File: config.mk
export PLATFORM = sky130hd
export DESIGN_NAME = fft_frame_gen
export DESIGN_NICKNAME = d
export VERILOG_FILES = /design/src/rtl/fft_frame_gen.sv
export SDC_FILE = /design/constraint.sdc
export NUM_CORES = 1
export LEC_CHECK = 0
export CORE_MARGIN = 2
export CORE_UTILIZATION = 50
export CTS_CLUSTER_DIAMETER = 100
export CTS_CLUSTER_SIZE = 10
export DETAILED_ROUTE_END_ITERATION = 10
export MAX_ROUTING_LAYER = met4
export PLACE_DENSITY_LB_ADDON = 0.08
export SYNTH_ARGS = -nofsm -noshare
export SYNTH_HDL_FRONTEND = slang
export SYNTH_SLANG_ARGS = --single-unit
File: constraint.sdc
create_clock -name sys_clk -period 3.2 [get_ports sys_clk]
set_input_delay 0.48 -clock sys_clk [delete_from_list [all_inputs] [get_ports sys_clk]]
set_output_delay 0.48 -clock sys_clk [all_outputs]
set_load 0.1 [all_outputs]
File: src/rtl/fft_frame_gen.sv
// fft_frame_gen: framed FFT sample source with mirrored audio stream, pattern select and backpressure.
// Optional macro FFT_GEN_LFSR_EN enables the 32-bit LFSR pattern on mode 3 (otherwise mode 3 = index).

module fft_frame_gen #(
  parameter int DATA_W        = 32,
  parameter int FRAME_LEN_MAX = 1024,
  parameter int LEN_W         = 11,
  parameter int GAP_CYCLES    = 4,
  parameter int CNT_W         = 16
) (
  input  logic              sys_clk,
  input  logic              rst_n,
  input  logic              enable,
  input  logic [1:0]        mode,
  input  logic [DATA_W-1:0] const_val,
  input  logic [LEN_W-1:0]  frame_len,
  input  logic              fft_ready,
  output logic [DATA_W-1:0] fft_data,
  output logic              fft_sop,
  output logic              fft_eop,
  output logic              fft_valid,
  output logic [15:0]       audio_data,
  output logic              audio_en,
  output logic [CNT_W-1:0]  frame_cnt,
  output logic              busy
);

  // state | meaning
  // IDLE  | waiting for enable with a non-zero frame_len
  // RUN   | presenting the beats of the current frame
  // GAP   | idle spacing between frames, GAP_CYCLES long
  localparam logic [1:0] S_IDLE = 2'd0;
  localparam logic [1:0] S_RUN  = 2'd1;
  localparam logic [1:0] S_GAP  = 2'd2;

  localparam int GAP_W = (GAP_CYCLES > 1) ? $clog2(GAP_CYCLES) : 1;
  localparam logic [LEN_W-1:0] LEN_MAX = LEN_W'(FRAME_LEN_MAX);

  logic [1:0]        state, state_n;
  logic [LEN_W-1:0]  len, len_n, idx, idx_n, flen;
  logic [1:0]        mode_q, mode_n;
  logic [DATA_W-1:0] ramp, ramp_n, data_n, alt;
  logic [GAP_W-1:0]  gap_cnt, gap_n;
  logic [CNT_W-1:0]  cnt_n;
  logic              valid_n, sop_n, eop_n, start, load;

`ifdef FFT_GEN_LFSR_EN
  logic [31:0] lfsr, lfsr_n;
`endif

  function automatic logic [DATA_W-1:0] pattern(
    input logic [1:0]        m,
    input logic [LEN_W-1:0]  i,
    input logic [DATA_W-1:0] r,
    input logic [DATA_W-1:0] c,
    input logic [DATA_W-1:0] l
  );
    case (m)
      2'd1:    return r;
      2'd2:    return c;
      2'd3:    return l;
      default: return DATA_W'(i);
    endcase
  endfunction

  always_comb begin
    state_n = state;
    len_n   = len;
    mode_n  = mode_q;
    idx_n   = idx;
    ramp_n  = ramp;
    gap_n   = gap_cnt;
    cnt_n   = frame_cnt;
    valid_n = fft_valid;
    sop_n   = fft_sop;
    eop_n   = fft_eop;
    data_n  = fft_data;
    start   = 1'b0;
    load    = 1'b0;
    alt     = '0;
    flen    = (frame_len > LEN_MAX) ? LEN_MAX : frame_len;
`ifdef FFT_GEN_LFSR_EN
    lfsr_n  = lfsr;
`endif

    case (state)
      S_RUN: begin
        if (fft_valid && fft_ready) begin
          ramp_n = ramp + 1'b1;
`ifdef FFT_GEN_LFSR_EN
          lfsr_n = {lfsr[30:0], lfsr[31] ^ lfsr[21] ^ lfsr[1] ^ lfsr[0]};
`endif
          idx_n = idx + 1'b1;
          if (fft_eop) begin
            cnt_n   = frame_cnt + 1'b1;
            valid_n = 1'b0;
            sop_n   = 1'b0;
            eop_n   = 1'b0;
            if (GAP_CYCLES == 0) begin
              state_n = S_IDLE;
              start   = 1'b1;
            end else begin
              state_n = S_GAP;
              gap_n   = GAP_W'(GAP_CYCLES - 1);
            end
          end else begin
            sop_n = 1'b0;
            eop_n = (idx_n == len - 1'b1);
            load  = 1'b1;
          end
        end
      end
      S_GAP: begin
        if (gap_cnt == '0) begin
          state_n = S_IDLE;
          start   = 1'b1;
        end else begin
          gap_n = gap_cnt - 1'b1;
        end
      end
      default: start = 1'b1;
    endcase

    // the start decision can fire from IDLE, from the last gap cycle or straight off an eop
    if (start && enable && (frame_len != '0)) begin
      state_n = S_RUN;
      len_n   = flen;
      mode_n  = mode;
      idx_n   = '0;
      valid_n = 1'b1;
      sop_n   = 1'b1;
      eop_n   = (flen == LEN_W'(1));
      load    = 1'b1;
    end

`ifdef FFT_GEN_LFSR_EN
    alt = lfsr_n[DATA_W-1:0];
`else
    alt = DATA_W'(idx_n);
`endif
    if (load) data_n = pattern(mode_n, idx_n, ramp_n, const_val, alt);
  end

  always_ff @(posedge sys_clk) begin
    if (!rst_n) begin
      state     <= S_IDLE;
      len       <= '0;
      mode_q    <= '0;
      idx       <= '0;
      ramp      <= '0;
      gap_cnt   <= '0;
      frame_cnt <= '0;
      fft_valid <= 1'b0;
      fft_sop   <= 1'b0;
      fft_eop   <= 1'b0;
      fft_data  <= '0;
      busy      <= 1'b0;
`ifdef FFT_GEN_LFSR_EN
      lfsr      <= 32'h1;
`endif
    end else begin
      state     <= state_n;
      len       <= len_n;
      mode_q    <= mode_n;
      idx       <= idx_n;
      ramp      <= ramp_n;
      gap_cnt   <= gap_n;
      frame_cnt <= cnt_n;
      fft_valid <= valid_n;
      fft_sop   <= sop_n;
      fft_eop   <= eop_n;
      fft_data  <= data_n;
      busy      <= (state_n != S_IDLE);
`ifdef FFT_GEN_LFSR_EN
      lfsr      <= lfsr_n;
`endif
    end
  end

  assign audio_data = fft_data[15:0];
  assign audio_en   = fft_valid;

endmodule

==> results by group, run 1 <==
CTS
  • Clock Path Buffers: 2
  • CTS H-tree depth: 3
  • Root Buffer: clkbuf_8
  • Clock transition at path regs: 110 ps
  • Sink Count: 112
  • CTS tree: built
  • Num CTS Buffers: 9
  • Clk Latency, worst-skew pair: 370 ps
  • Setup repair bufs after CTS: 0

Power
  • Worst VDD drop: 304.3 uV
  • P per Cell Area: 410.8 mW/mm^2
  • Power, Total: 2817 uW
  • P_leak: 0.002774 uW

Die
  • IO Pins: 118
  • Core area: 0.01084 sq mm
  • Initial Utilization: 0.5119
  • Chip height: 109.3 microns
  • Die Width: 109.3 microns
  • Site row count: 38
  • Die footprint: 0.01196 sq mm

Critical path
  • CP max stage cell: or4_1
  • Required @ worst endpoint: 3500 ps
  • Crit path capture type: flop
  • Worst R2R Setup Slack: 330 ps
  • Crit Path Category: in2reg
  • Data arrival, critical path: 3340 ps
  • Max stage delay on crit path: 540 ps
  • Worst Setup EP: fft_data[23]
  • Ordered list of cells on the worst path: clkdlybuf4s50_1 -> nor4_1 -> and4b_1 -> nand2b_1 -> mux2i_1 -> ha_1 -> or4_1 -> buf_4 -> o22ai_1
  • Worst r2r path cells: 10
  • Worst Setup SP: frame_len[5]
  • Worst r2r src: gap_cnt[0]
  • Crit start category: input port
  • CP max FO: 11
  • Reg2reg end: fft_data[23]

Final layout
  • Filler instances: 946
  • Final std cells w/o fill: 889
  • FF+latch area: 0.002242 sq mm
  • Final-stage net count: 802
  • Area of the multi-input gates: 0.002998 sq mm
  • Final Util: 0.6325
  • Layout cells sized above 1: 0.1535
  • Area delta synth->final: 23.56%
  • N_diodes: 0

Synth
  • Synth area leaders: dfxtp_1, xor2_1, xnor2_1
  • Synth cell count leaders: dfxtp_1, nor2_1, nand2_1
  • Number of synthesized flops with an enable pin: 0
  • Predominant post-synthesis flop cell: dfxtp_1
  • Syn Inst Count: 637
  • Synthesized area: 0.005549 sq mm
  • Synth Warn #: 0
  • Area leader, netlist: dfxtp_1
  • Post-synth top area share: 0.4041
  • Count leader, synth: dfxtp_1
  • Mapped Avg Cell Area: 8.711 sq um
  • Seq cells post-synth: 112
  • Sequential share of the synthesized area: 0.4041
  • Cell variety after synth: 56
  • Ys async rst share: 0
  • Synth Net Count: 695

Place
  • Pre-CTS setup slack: -203.4 ps
  • # port buffers: 117
  • Placed cells: 873
  • DP HPWL: 10,970 microns
  • Routability cong.: 0.8932

Route
  • Routed WL per cell: 16.09 microns
  • DRC viols: 0
  • Via count: 4,929
  • Drt via density: 5.544
  • TritonRoute pass-1 iters: 5
  • Post-route ant nets: 0
  • Routed wire length: 14,300 microns
  • Initial DRC Count: 339

Timing
  • Slew margin rel.: 0.3416
  • Final-report setup violation count: 0
  • Setup ws final: 154.7 ps
  • Clock period minus worst slack: 3045 ps
  • Period utilization: 0.9517
  • RSZ-0062 raised after global routing: false
  • Max Slew Vio Count: 0
  • Worst-margin pin slew: 984.5 ps
  • Final hold vios: 0
  • Max Clock Skew: 8.980 ps
  • Fmax: 328.4 MHz
  • Setup TNS: 0 ps

Hold path
  • Hold Path Class: reg2reg

Job
  • Max-Cap Viols: 0

Run status
  • Run status: finished clean

GRT
  • Initial antenna violation count: 0
  • First-pass GRT wire length: 22,590 microns
  • Gr usage total: 0.2484
  • Largest net degree at the start of global routing: 39
  • Total gr overflow: 0
  • Number of global-route vias before repair: 4,610
[area by class of cell]
cell class                 instances  area share
clock buffer                      11     0.02062
clock inverter                     5    0.004745
inverter                          15    0.008212
multi-input combinational        463      0.4372
sequential                       112      0.3270
tap                              140     0.02555
timing repair buffer             143      0.1766
[per-layer routing]
metal | global-route usage | wire length, microns | up-vias
met2 | 0.4061 | 7050 | 141
met3 | 0.03616 | 707 | 21
met5 | - | 0 | -
li1 | - | - | 2436
met1 | 0.3185 | 6315 | 2331
met4 | 0.07776 | 227 | 0
[flip-flops by register name, indices dropped and copies added, names as in the netlist]
| signal | flops |
|---|---|
| fft_data | 32 |
| ramp | 32 |
| frame_cnt | 16 |
| idx | 11 |
| len | 11 |
| gap_cnt | 2 |
| mode_q | 2 |
| state | 2 |
| audio_en | 1 |
| busy | 1 |
| fft_eop | 1 |
| fft_sop | 1 |
[cells in the final DEF, fill, tap and decap left out, types with 4 or more instances in the layout]
cell type          n
clkbuf_8          10
ha_1               9
dfxtp_1          112
nand4_1           18
a21oi_1           28
nor2_1            73
o21ai_1            4
nor3_1            19
o21ai_0           16
clkdlybuf4s50_1   55
o22ai_1           18
xnor2_1           35
nand3_1           21
xor2_1            38
nand3b_1           4
buf_4             88
and2_1            20
nor4_1             5
nand2b_1           5
a22oi_1           16
nand2_1           48
and3_1            19
inv_1             14
a22o_1            13
and4_1             7
xnor3_1            5
[how the worst min path moves through the flow]
stage	start	to	slack, ps	cells after the start
3_5_place_dp	fft_data[17]	fft_data[17]	450	2
5_1_grt	fft_data[17]	fft_data[17]	480	2
4_1_cts	fft_sop	fft_sop	470	2
3_3_place_gp	fft_data[17]	fft_data[17]	430	2
2_1_floorplan	gap_cnt[0]	gap_cnt[0]	440	1
6_report	fft_data[19]	fft_data[19]	470	2
[what timing repair did]
| action | CTS | global route |
|---|---|---|
| hold buffers | 0 | 0 |
| setup endpoints to repair | 0 | 1 |
| hold endpoints to repair | 0 | 0 |
| gates resized for setup | 0 | 1 |
[critical path: cells and delay by family]
| kind | cells | cell delay [ps] |
|---|---|---|
| fa+ha+maj | 1 | 330 |
| buf+inv | 2 | 600 |
| compound gates | 1 | 180 |
| mux | 1 | 340 |
| simple gates | 4 | 1410 |
[cells by family (layout without fill, tap and decap cells)]
family	count (synthesis)	after routing	synth area share
DFF	112	112	0.4041
adders and majority gates	9	9	0.02029
muxes	3	3	0.005412
buffers and inverters	62	174	0.05614
and+or+nand+nor	259	259	0.2422
AOI/OAI and AO/OA	114	114	0.1364
xor gates and xnor gates	78	78	0.1355
[where the power goes]
group,internal (uW),switching (uW)
sequential,1420,28.3
combinational,208,376
clock,303,481
total,1930,885
[stage by stage]
step                      area (sq um)  hold WS [ps]
after floorplan                   5549         436.7
after global placement            6680         434.1
after detailed placement          6680         451.1
after CTS                         6854         473.1
after global routing              6857         484.6
final                             6857         467.1
No activity file was read; power rests on OpenSTA's default activity.
==> inputs of run 2 (changes only) <==
--- a/config.mk
+++ b/config.mk
@@ -5,7 +5,7 @@
 export SDC_FILE = /design/constraint.sdc
 export NUM_CORES = 1
 export LEC_CHECK = 0
-export CORE_MARGIN = 2
+export CORE_MARGIN = 5
 export CORE_UTILIZATION = 50
 export CTS_CLUSTER_DIAMETER = 100
 export CTS_CLUSTER_SIZE = 10
==> constraint.sdc (replaced) <==
create_clock -name sys_clk -period 3.2 [get_ports sys_clk]
set_input_delay 0.48 -clock sys_clk [delete_from_list [all_inputs] [get_ports sys_clk]]
set_output_delay 0.48 -clock sys_clk [all_outputs]
set_load 0.05 [all_outputs]
==> run 2 against run 1 <==
- maximum frequency decreased by 0.58%
- total power is 0.35% lower
- core utilization increased by 1.6 points
- critical endpoint is now fft_data[26]
- die area up 11%
- clock power up 9.8%
- sequential power about the same
- sequential share of layout area is 0.81 points lower
- clock skew shrank 1.3 ps
- largest power group unchanged
- worst setup slack got worse by 18 ps
- critical path depth increased by 1
- final cell count fell by 0.22%
- via count shrank 0.47%
==> results by group, run 2 (synthesized netlist as in run 1, its figures left out) <==
Critical path
  • Max stage delay on crit path: 540 ps (about the same)
  • Reg2reg end: fft_data[26]
  • CP max stage cell: or4_1
  • Data arrival, critical path: 3370 ps (+30 ps)
  • CP bufs+invs: 3 (+1)
  • Worst r2r src: gap_cnt[0]
  • CP max FO: 11 (unchanged)
  • Delay-heaviest family, CP: simple AND/OR/NAND/NOR gates
  • Worst R2R Setup Slack: 270 ps (-60 ps)
  • Worst r2r path cells: 11 (+1)
  • Ordered list of cells on the worst path: clkdlybuf4s50_1 -> nor4_2 -> and4b_1 -> nand2b_1 -> mux2i_1 -> inv_1 -> ha_1 -> or4_1 -> buf_4 -> o22ai_1
  • Crit Path Category: in2reg
  • Crit start category: input port
  • Required @ worst endpoint: 3500 ps (about the same)
  • Crit path capture type: flop

Power
  • Switching portion of total power: 0.2800 (-0.03409)
  • Clock share of power: 0.307 (+0.029)
  • Sw Pwr: 785.9 uW (-11%)
  • P_leak: 0.002660 uW (-4.1%)
  • Power, Total: 2807 uW (-0.35%)
  • P per Cell Area: 399.1 mW/mm^2 (-2.8%)
  • Worst VDD drop: 381.4 uV (+25%)
  • Combinational share of power: 0.177 (-0.030)
  • Int Power: 2021 uW (+4.6%)
  • Flop pwr share: 0.516 (about the same)

Timing
  • Fmax: 326.5 MHz (-0.58%)
  • Slew margin rel.: 0.4932 (+0.1516)
  • RSZ-0062 raised after global routing: false
  • Final hold vios: 0 (unchanged)
  • Final-report setup violation count: 0 (unchanged)
  • Clock period minus worst slack: 3063 ps (+17.79 ps)
  • Max Slew Vio Count: 0 (unchanged)
  • Period utilization: 0.9572 (+0.005559)
  • Final hold slack: 472.1 ps (+5.063 ps)
  • Max Clock Skew: 7.678 ps (-1.302 ps)
  • Worst-margin pin slew: 754.4 ps (-230.1 ps)

Place
  • Routability cong.: 0.8725 (-2.3%)
  • DP HPWL: 11,360 microns (+3.6%)
  • Placed cells: 871 (-0.23%)
  • # port buffers: 117 (unchanged)

Final layout
  • Most frequent cells in the layout: clkdlybuf4s50_1, dfxtp_1, nor2_1, nand2_1, xor2_1
  • Filler instances: 901 (-4.8%)
  • N_diodes: 0 (unchanged)
  • Final Util: 0.6487 (+0.01616)
  • Largest registers: fft_data: 32 flops, ramp: 32 flops, frame_cnt: 16 flops
  • Most common cell after layout, fill and taps aside: clkdlybuf4s50_1
  • Final-stage net count: 800 (-0.25%)
  • Area delta synth->final: 26.72%
  • Layout cells sized above 1: 0.06961 (-0.08393)
  • Final std cells w/o fill: 887 (-0.22%)

Die
  • Initial Utilization: 0.5119 (unchanged)
  • Die Width: 115.3 microns (+5.5%)
  • IO Pins: 118 (unchanged)
  • Site row count: 38 (unchanged)
  • Die footprint: 0.01330 sq mm (+11%)
  • Core area: 0.01084 sq mm (unchanged)
  • Chip height: 115.3 microns (+5.5%)

Job
  • Max-Cap Viols: 0 (unchanged)

Route
  • TritonRoute pass-1 iters: 5 (unchanged)
  • DRC viols: 0 (unchanged)
  • Post-route ant nets: 0 (unchanged)
  • Drt via density: 5.531 (-0.24%)
  • Routed wire length: 14,780 microns (+3.4%)
  • Initial DRC Count: 317 (-6.5%)
  • Via count: 4,906 (-0.47%)
  • Routed WL per cell: 16.67 microns (+3.6%)

Run status
  • Run status: finished clean

Hold path
  • Hold Path Class: reg2reg
  • Hold depth: 2 (unchanged)
  • Hold Crit Endpoint: fft_data[18]
  • Hold Path Origin: fft_data[18]

CTS
  • CTS H-tree depth: 3 (unchanged)
  • Num CTS Buffers: 9 (unchanged)
  • Sink Count: 112 (unchanged)
  • CTS Hold Bufs: 0 (unchanged)
  • CTS tree: built
  • Root Buffer: clkbuf_8
  • Clock Path Buffers: 2 (unchanged)
  • Clk Latency, worst-skew pair: 380 ps (about the same)
  • Clock transition at path regs: 100 ps (about the same)

GRT
  • Gr usage total: 0.2323 (-0.01607)
  • Total gr overflow: 0 (unchanged)
  • First-pass GRT wire length: 23,940 microns (+6.0%)
  • Largest net degree at the start of global routing: 27 (-31%)
  • Number of global-route vias before repair: 4,853 (+5.3%)
  • Initial antenna violation count: 0 (unchanged)
run 2: cell count changes in the layout (fill, tap and decap cells not counted):
cell,delta
clkinvlp_4,-2
inv_6,+1
clkbuf_1,+1
buf_4,-64
nor4_1,-2
nor4_2,+2
clkdlybuf4s50_1,+62
bufinv_16,+1
clkinv_2,-1
run 2: worst max path at each step:
| stage | start | to | slack, ps | cells after the start |
|---|---|---|---|---|
| 6_report | frame_len[1] | fft_data[26] | 140 | 10 |
| 5_1_grt | frame_len[5] | fft_data[21] | 10 | 10 |
| 4_1_cts | frame_len[0] | fft_data[26] | 140 | 10 |
| 3_5_place_dp | frame_len[0] | fft_data[20] | -260 | 10 |
| 3_3_place_gp | frame_len[5] | fft_data[23] | -130 | 10 |
| 2_1_floorplan | frame_len[5] | fft_data[21] | 220 | 10 |
run 2: layout make-up:
| cell class | instances | area, sq um | share of cell area |
|---|---|---|---|
| inverter | 15 | 56.30 | 0.008007 |
| clock buffer | 12 | 145.1 | 0.02064 |
| timing repair buffer | 141 | 1351 | 0.1922 |
| clock inverter | 4 | 51.30 | 0.007295 |
| tap | 140 | 175.2 | 0.02491 |
| multi-input combinational | 463 | 3010 | 0.4281 |
| sequential | 112 | 2242 | 0.3189 |
run 2: metrics by stage:
step                worst slack [ps]  setup TNS [ps]  area, sq um
floorplan                      224.1               0         5549
global placement              -132.4           -1577         6820
detailed placement            -260.6           -4281         6820
CTS                            135.7               0         7017
global route                   11.51               0         7032
finish                         136.9               0         7032
run 2: power by group through the flow:
stage | registers (uW) | logic (uW) | clock network [uW]
global route | 1450 | 533 | 944
floorplan | 1530 | 257 | 0
CTS | 1450 | 494 | 888
global placement | 1480 | 486 | 0
detailed placement | 1480 | 493 | 0
finish | 1450 | 497 | 861
run 2: worst reg2reg max path, delay by kind of cell, from the launching register on:
| kind | cells | cell delay [ps] |
|---|---|---|
| muxes | 1 | 310 |
| adders and majority gates | 2 | 530 |
| and+or+nand+nor | 4 | 1130 |
| buffers and inverters | 3 | 320 |
| AOI/OAI and AO/OA | 1 | 180 |
| DFF | 1 | 380 |
run 2: what timing repair did:
action                     in CTS  in global routing
gates resized for setup         0                  3
setup endpoints to repair       0                 12
buffers inserted                0                  0
run 2: routing by layer:
layer / wire length (microns) / up-vias / global-route usage
met3: 786 / 14 / 0.05526
met1: 6729 / 2316 / 0.2996
met2: 7099 / 146 / 0.3723
met5: 0 / - / -
met4: 168 / 0 / 0.05008
li1: - / 2430 / -
